`config.mk`:
```
export PLATFORM = sky130hd
export DESIGN_NAME = int_to_fp_seq
export DESIGN_NICKNAME = d
export VERILOG_FILES = /design/src/rtl/fp_pkg.sv /design/src/rtl/fp_composer.sv /design/src/rtl/int_to_fp_seq.sv
export SDC_FILE = /design/constraint.sdc
export NUM_CORES = 1
export LEC_CHECK = 0
export BUFFER_PORTS_ARGS = -buffer_cell sky130_fd_sc_hd__buf_2
export CORE_MARGIN = 2
export CORE_UTILIZATION = 53
export DETAILED_ROUTE_END_ITERATION = 10
export PLACE_DENSITY = 0.75
export SETUP_SLACK_MARGIN = 0.2
export SLEW_MARGIN = 30
export SYNTH_ARGS = -nofsm -noshare
export SYNTH_HDL_FRONTEND = slang
export SYNTH_SLANG_ARGS = --single-unit
```
`constraint.sdc`:
```
create_clock -name clk -period 9.5 [get_ports clk]
set_clock_uncertainty 0.2 [all_clocks]
set_input_delay 0.475 -clock clk [delete_from_list [all_inputs] [get_ports clk]]
set_output_delay 0.475 -clock clk [all_outputs]
set_load 0.01 [all_outputs]
```
`src/rtl/fp_pkg.sv`:
```
// Shared floating-point constants and FSM state encoding for the
// integer/double conversion datapaths.
package fp_pkg;

   localparam int FP_EXP_BIAS = 1023;
   localparam int FP_EXP_W    = 11;
   localparam int FP_FRAC_W   = 52;
   localparam int FP_W        = 64;
   localparam int INT_W       = 64;

   typedef enum logic [1:0] {
      IDLE,
      NORM,
      ROUND,
      DONE
   } state_e;

endpackage

```
`src/rtl/fp_composer.sv`:
```
// Packs sign, biased exponent and fraction into an IEEE-754 double.
// Combinational counterpart of fp_decomposer.
module fp_composer
   import fp_pkg::*;
(
   input  logic                 sign_i,
   input  logic [FP_EXP_W-1:0]  exp_i,
   input  logic [FP_FRAC_W-1:0] frac_i,
   output logic [FP_W-1:0]      fp_o
);

   assign fp_o = {sign_i, exp_i, frac_i};

endmodule

```
`src/rtl/int_to_fp_seq.sv`:
```
// Iterative int64 -> double converter, round-to-nearest-even.
// Define INT_TO_FP_INEXACT_EN to add the out_inexact flag port.
module int_to_fp_seq
   import fp_pkg::*;
#(
   parameter int SHIFT_STEP = 8
)
(
   input  logic             clk,
   input  logic             rst,
   input  logic             in_valid,
   output logic             in_ready,
   input  logic [INT_W-1:0] in_int,
   output logic             out_valid,
   input  logic             out_ready,
   output logic [FP_W-1:0]  out_fp
`ifdef INT_TO_FP_INEXACT_EN
   ,
   output logic             out_inexact
`endif
);

   localparam logic [FP_EXP_W-1:0] EXP_TOP = FP_EXP_W'(FP_EXP_BIAS + INT_W - 1);

   state_e            state_q, state_d;
   logic              sign_q, sign_d;
   logic [INT_W-1:0]  mag_q, mag_d;
   logic [6:0]        shcnt_q, shcnt_d;
   logic [FP_W-1:0]   fp_q, fp_d;

   logic              guard;
   logic              sticky;
   logic              rnd_up;
   logic [FP_FRAC_W:0]  frac_rnd;
   logic [FP_EXP_W-1:0] exp_rnd;
   logic [FP_W-1:0]     fp_pack;

`ifdef INT_TO_FP_INEXACT_EN
   logic inx_q, inx_d;
`endif

   // mag_q is normalized (bit 63 set) whenever the FSM is in ROUND
   assign guard    = mag_q[10];
   assign sticky   = |mag_q[9:0];
   assign rnd_up   = guard & (sticky | mag_q[11]);
   assign frac_rnd = {1'b0, mag_q[62:11]} + (FP_FRAC_W+1)'(rnd_up);
   assign exp_rnd  = EXP_TOP - {4'b0, shcnt_q}
                   + FP_EXP_W'(frac_rnd[FP_FRAC_W]);

   fp_composer u_composer (
      .sign_i (sign_q),
      .exp_i  (exp_rnd),
      .frac_i (frac_rnd[FP_FRAC_W-1:0]),
      .fp_o   (fp_pack)
   );

   always_comb begin
      state_d = state_q;
      sign_d  = sign_q;
      mag_d   = mag_q;
      shcnt_d = shcnt_q;
      fp_d    = fp_q;
`ifdef INT_TO_FP_INEXACT_EN
      inx_d   = inx_q;
`endif
      unique case (state_q)
         IDLE: begin
            if (in_valid) begin
               sign_d  = in_int[INT_W-1];
               mag_d   = in_int[INT_W-1] ? (~in_int + 64'd1) : in_int;
               shcnt_d = '0;
               if (in_int == '0) begin
                  fp_d    = '0;
`ifdef INT_TO_FP_INEXACT_EN
                  inx_d   = 1'b0;
`endif
                  state_d = DONE;
               end else begin
                  state_d = NORM;
               end
            end
         end
         NORM: begin
            if (mag_q[INT_W-1 -: SHIFT_STEP] == '0) begin
               mag_d   = mag_q << SHIFT_STEP;
               shcnt_d = shcnt_q + 7'(SHIFT_STEP);
            end else if (!mag_q[INT_W-1]) begin
               mag_d   = mag_q << 1;
               shcnt_d = shcnt_q + 7'd1;
            end else begin
               state_d = ROUND;
            end
         end
         ROUND: begin
            fp_d    = fp_pack;
`ifdef INT_TO_FP_INEXACT_EN
            inx_d   = guard | sticky;
`endif
            state_d = DONE;
         end
         DONE: begin
            if (out_ready) state_d = IDLE;
         end
         default: state_d = IDLE;
      endcase
   end

   always_ff @(posedge clk) begin
      if (rst) begin
         state_q <= IDLE;
         sign_q  <= 1'b0;
         mag_q   <= '0;
         shcnt_q <= '0;
         fp_q    <= '0;
`ifdef INT_TO_FP_INEXACT_EN
         inx_q   <= 1'b0;
`endif
      end else begin
         state_q <= state_d;
         sign_q  <= sign_d;
         mag_q   <= mag_d;
         shcnt_q <= shcnt_d;
         fp_q    <= fp_d;
`ifdef INT_TO_FP_INEXACT_EN
         inx_q   <= inx_d;
`endif
      end
   end

   assign in_ready  = (state_q == IDLE);
   assign out_valid = (state_q == DONE);
   assign out_fp    = fp_q;
`ifdef INT_TO_FP_INEXACT_EN
   assign out_inexact = inx_q;
`endif

endmodule

```
==> impl_metrics.toml, run 1 <==
[timing]
clock.fmax_ghz = 0.303
setup_viol = 0
worst_pin_slew_ps = 997
hold_ws_ps = 134
tns_ps = 0
slew_headroom = 0.335
slew_viol_final = 0
post-route-min-period_ps = 3300
final_hold_viol_count = 0
grt_setup_unrepaired = "no"
fin_crit_sh = 0.347

[global_route]
grtUsageTotal = 0.306
grtUsageMet2 = 0.449
busiest_layer = "met2"
antenna_found_initial = 0
grt_pass1_vias = 8164
grt_max_degree = 103
grt.overflow.total = 0
grt_pass1_wl_um = 43900
met1_usage = 0.439
grt_util_met3 = 0.0852

[run_status]
outcome = "finished, final reports clean"

[die]
coreArea_um2 = 16500
die_x_um = 133
boundaryPins = 134
fp.dieArea_um2 = 17800
row_count = 47
start_util = 0.539
die_y_um = 133

[layout]
drive_gt1_frac = 0.165
diodes = 0
fillerInstances = 1492
final_nets = 1296
final_core_util = 0.617
final_cell_mix = "138 x dfxtp_1, 132 x buf_2, 127 x nor2_1, 92 x a21oi_1, 82 x nand2_1"
final_common_cell = "dfxtp_1"
synthToLayoutAreaGrowth_pct = 14.4

[synthesis]
yosysTopAreaCell = "dfxtp_1"
syn_inst = 1161
async_flop_share = 0
synth_edf_count = 0
yosys.area.top_type_share = 0.311
synth_area_um2 = 8880
syn_avg_cell_area_um2 = 7.65
syn_nets = 1239
ys_seq_area_frac = 0.311
ys_ff_latch = 138
ys_types = 63
yosys_most_used_dff = "dfxtp_1"
yosys_warnings = 0
synthTopCellsByArea = "dfxtp_1 31%, xnor2_1 5.4%, nor2_1 5.4%"

[worst_setup_path]
cp_max_fo = 15
critPathTopFamily = "simple AND/OR/NAND/NOR gates"
required_ps = 9590
arrival_ps = 3390
start_kind = "flop"
setup.worst_path.end_class = "flop"
crit_chain = "nand4_1, or4_1, or4_1, ha_1, nand4_1, nor2_1, xor2_1, a22oi_1, nor2_1"
crit_slowest_cell = "or4_1"
max_stage_delay_ps = 830
crit_buf_inv = 0
critical_path_class = "flop to flop"

[pwr]
power_mw = 2.68
peakVddDrop_uv = 175
p_per_area_nw_per_um2 = 264
p_leak_nw = 3.72

[flow_run]
maxCapViolCount = 0

[min_path]
hold_path.class = "input port to flop"

[cts]
holdBufCountCts = 0
clk_pin_slew_ps = 60
clock_latency_ps = 440
cts-resized-gates = 0
cts_tree = "yes"
clock_path_buffers = 2
cts-buffers-inserted = 17
cts-root-buf = "clkbuf_16"
post_cts_buffers = 0
clock_sinks = 138
cts_htree_levels = 4

[drt]
drt_iter0_drc = 1072
routed_wl_um = 27800
ant_nets = 0
route.detailed.drc = 0
vias = 9404
first_pass_iters = 6
viasPerCell = 6.48
route.detailed.wl_per_inst_um = 19.2

[placed_design]
io_buffers = 133
hpwl_um = 19600
place.gp.congestion = 0.935
-- synth_stat cells (3+ instances only) --
library cell  number
o22ai_1           26
nand4b_1           4
nand3_1           52
a31oi_1            8
nor2b_1            5
and4_1             7
o21ai_0           40
a221oi_1           6
a211o_1            3
or3_1             11
nand2b_1           6
ha_1              10
clkbuf_1          77
buf_2             18
buf_1              7
a221o_1           24
a21oi_1           94
nand3b_1           9
and2_1             3
a211oi_1          10
nand4_1           33
a311oi_1           5
nor4_1            30
or4_1             21
nor3_1            41
a22oi_1           55
mux2i_1            6
o41ai_1            7
xor2_1            48
o31ai_1           15
xnor2_1           55
or4_4              3
or2_2              7
clkbuf_2           3
o311ai_0           4
a311o_1            3
nor4_2             4
inv_1             20
and3_1            10
nand2_1           82
dfxtp_1          138
nor2_1           127
-- cells by family (layout without fill, tap and decap cells) --
| group | after synthesis | in the layout | synth area share |
|---|---|---|---|
| compound gates | 310 | 310 | 0.234 |
| xor+xnor | 103 | 103 | 0.102 |
| fa+ha+maj | 10 | 10 | 0.0141 |
| buf+inv | 128 | 198 | 0.0579 |
| flops | 138 | 138 | 0.311 |
| mux | 8 | 8 | 0.00930 |
| simple gates | 464 | 464 | 0.272 |
-- worst register-to-register path: cells and delay by family, from the launching register on --
| kind | cells | cell delay, ps |
|---|---|---|
| AOI/OAI and AO/OA | 1 | 160 |
| xor gates and xnor gates | 1 | 140 |
| adders and majority gates | 1 | 240 |
| DFF | 1 | 450 |
| and+or+nand+nor | 6 | 1970 |
-- worst paths after layout --
path	from	to	slack, ps	depth (start not counted)
worst max-delay path	mag_q[37]	out_fp[58]	6200	9
worst max register to register	mag_q[37]	out_fp[58]	6200	9
worst min register to register	out_fp[26]	out_fp[26]	250	2
worst min-delay path	in_int[0]	mag_q[0]	130	3
-- routing by layer --
metal  wire length (um)  share of wire
met1              11800           0.43
met2              12100           0.43
met3               3270           0.12
met4                640          0.023
met5                  0              0
-- layout make-up --
cell class	instances	area, um^2	share of cell area
multi-input combinational	895	5640	0.555
clock inverter	12	196	0.0193
tap	220	275	0.0271
timing repair buffer	144	754	0.0743
sequential	138	2760	0.272
clock buffer	20	447	0.0440
inverter	22	82.6	0.00813
-- through the flow --
stage	area (um^2)	std cells	setup WS, ps
after detailed placement	9510	1419	6200
after CTS	10200	1451	6230
after global routing	10200	1451	5990
final	10200	1451	6200
after floorplan	8880	1161	6350
after global placement	9500	1419	6240
-- sequential cells by signal (all words and copies together), names as in the netlist --
register,cells
out_fp,64
state_q,2
shcnt_q,7
sign_q,1
mag_q,64
-- power breakdown --
group / internal, mW / total (mW) / switching (mW)
Sequential: 0.696 / 0.901 / 0.205
Combinational: 0.381 / 1.05 / 0.670
Clock: 0.471 / 0.731 / 0.260
Total: 1.55 / 2.68 / 1.13
Note: power is estimated with default switching activity, not from simulation.
==> inputs of run 2 (changes only) <==
==> constraint.sdc (replaced) <==
create_clock -name clk -period 3.19 [get_ports clk]
set_clock_uncertainty 0.2 [all_clocks]
set_input_delay 0.1595 -clock clk [delete_from_list [all_inputs] [get_ports clk]]
set_output_delay 0.1595 -clock clk [all_outputs]
set_load 0.01 [all_outputs]
==> run 2 against run 1 <==
  * Setup slack got worse by 5900 ps
  * Clock power rose to 2.8 times the previous value
  * Hold slack got worse by 83 ps
  * Global-route usage rose by 2.3 points
  * Critical endpoint is now mag_q[29]
==> impl_metrics.toml, run 2 (synthesis results as in run 1) <==
[run_status]
outcome = "finished, final reports clean"

[cts]
cts-root-buf = "clkbuf_16"
clock_latency_ps = 430
clock_sinks = 138
cts_htree_levels = 4
clk_pin_slew_ps = 60
clock_path_buffers = 2
cts_tree = "yes"
cts-buffers-inserted = 17

[layout]
final_common_cell = "dfxtp_1"
final_core_util = 0.678
final_nets = 1403
synthToLayoutAreaGrowth_pct = 25.8
drive_gt1_frac = 0.200
final_cell_mix = "135 x dfxtp_1, 132 x buf_2, 125 x nor2_1, 92 x a21oi_1, 82 x nand2_1"
diodes = 0

[worst_setup_path]
critical_path_class = "input port to flop"
setup.worst_path.end_class = "flop"
start_kind = "input port"
required_ps = 3280
arrival_ps = 2980
cp_max_fo = 4
r2r_slack_ps = 390

[drt]
route.detailed.drc = 0
ant_nets = 0
first_pass_iters = 6
drt_iter0_drc = 1205
viasPerCell = 6.32
vias = 9843
route.detailed.wl_per_inst_um = 19.2
routed_wl_um = 29800

[timing]
clock.fmax_ghz = 0.346
post-route-min-period_ps = 2890
worst_pin_slew_ps = 757
tns_ps = 0
slew_viol_final = 0
grt_setup_unrepaired = "yes"
fin_crit_sh = 0.905
slew_headroom = 0.491
final_hold_viol_count = 0
setup_viol = 0

[min_path]
hold_path.class = "input port to flop"

[die]
fp.dieArea_um2 = 17800
die_x_um = 133
die_y_um = 133
row_count = 47
coreArea_um2 = 16500
start_util = 0.539
boundaryPins = 134

[placed_design]
hpwl_um = 20400
place.gp.congestion = 0.943
io_buffers = 133

[global_route]
grt.overflow.total = 0
grt_max_degree = 57
grt_pass1_wl_um = 47200
grt_pass1_vias = 8898
grtUsageTotal = 0.329
antenna_found_initial = 0

[pwr]
p_leak_nw = 4.24
power_mw = 8.32
p_per_area_nw_per_um2 = 745
peakVddDrop_uv = 388

[flow_run]
maxCapViolCount = 0
==> run 2: changes by cell type in the layout (fill, tap and decap cells not counted), moves of 2 or more <==
| cell | previous run | this run |
|---|---|---|
| buf_12 | 0 | 4 |
| buf_4 | 11 | 59 |
| bufinv_16 | 5 | 3 |
| dfxtp_1 | 138 | 135 |
| dfxtp_2 | 0 | 3 |
| dlygate4sd3_1 | 0 | 55 |
| inv_6 | 0 | 3 |
| nor2_1 | 127 | 125 |
| nor2_2 | 0 | 2 |
| nor3_1 | 41 | 39 |
==> run 2: timing repair <==
item                                    4_1_cts  5_1_grt
setup buffers                                 0        2
gates resized for setup                       1       14
hold endpoints to repair                     61        0
hold buffers                                 55        0
pin swaps                                     0        6
endpoints found under the setup margin        1       79
==> run 2: report_power, final <==
group / internal (mW) / leakage (nW) / total (mW) / switching, mW
registers: 2.07 / 1.13 / 2.49 / 0.420
clock network: 1.26 / 0.290 / 2.06 / 0.800
logic: 1.46 / 2.82 / 3.77 / 2.31
total: 4.79 / 4.24 / 8.32 / 3.53
==> run 2: metal layers <==
metal | routed length (um) | vias to the layer above | track usage
li1 | - | 4636 | -
met1 | 12500 | 4497 | 0.467
met2 | 13100 | 621 | 0.495
met3 | 3330 | 89 | 0.0738
met4 | 867 | 0 | 0.112
met5 | 0 | - | 0
==> run 2: cell type report <==
type,count,area (um^2)
multi-input cells,895,5690
fillers,1407,5300
flip-flops and latches,138,2770
repair buffers,251,1750
clock buffers,19,443
well taps,220,275
clock inverters,13,166
inverters,22,82.6
==> run 2: worst max-delay path: stages <==
cell and delay (ps):
dlygate4sd3_1 570, buf_2 160, or4_4 580, or2_4 290
or4_4 500, o31ai_1 260, xor2_1 320, o22ai_1 140
==> run 2: path summary, 6_finish.rpt <==
check / to / cells after the start / startpoint
worst max-delay path: mag_q[29] / 8 / in_int[23]
worst min-delay path: mag_q[6] / 5 / in_int[6]
worst max register to register: out_fp[58] / 12 / mag_q[10]
worst min register to register: out_fp[59] / 2 / out_fp[59]
==> run 2: through the flow <==
step / setup slack (ps) / area, um^2 / instances / hold slack, ps
after floorplan: 215 / 8890 / 1161 / 108
after global placement: 261 / 9920 / 1469 / 236
after detailed placement: 221 / 9920 / 1469 / 243
after CTS: 203 / 11100 / 1556 / 22.7
after global routing: 196 / 11200 / 1558 / 74.7
final: 301 / 11200 / 1558 / 50.9
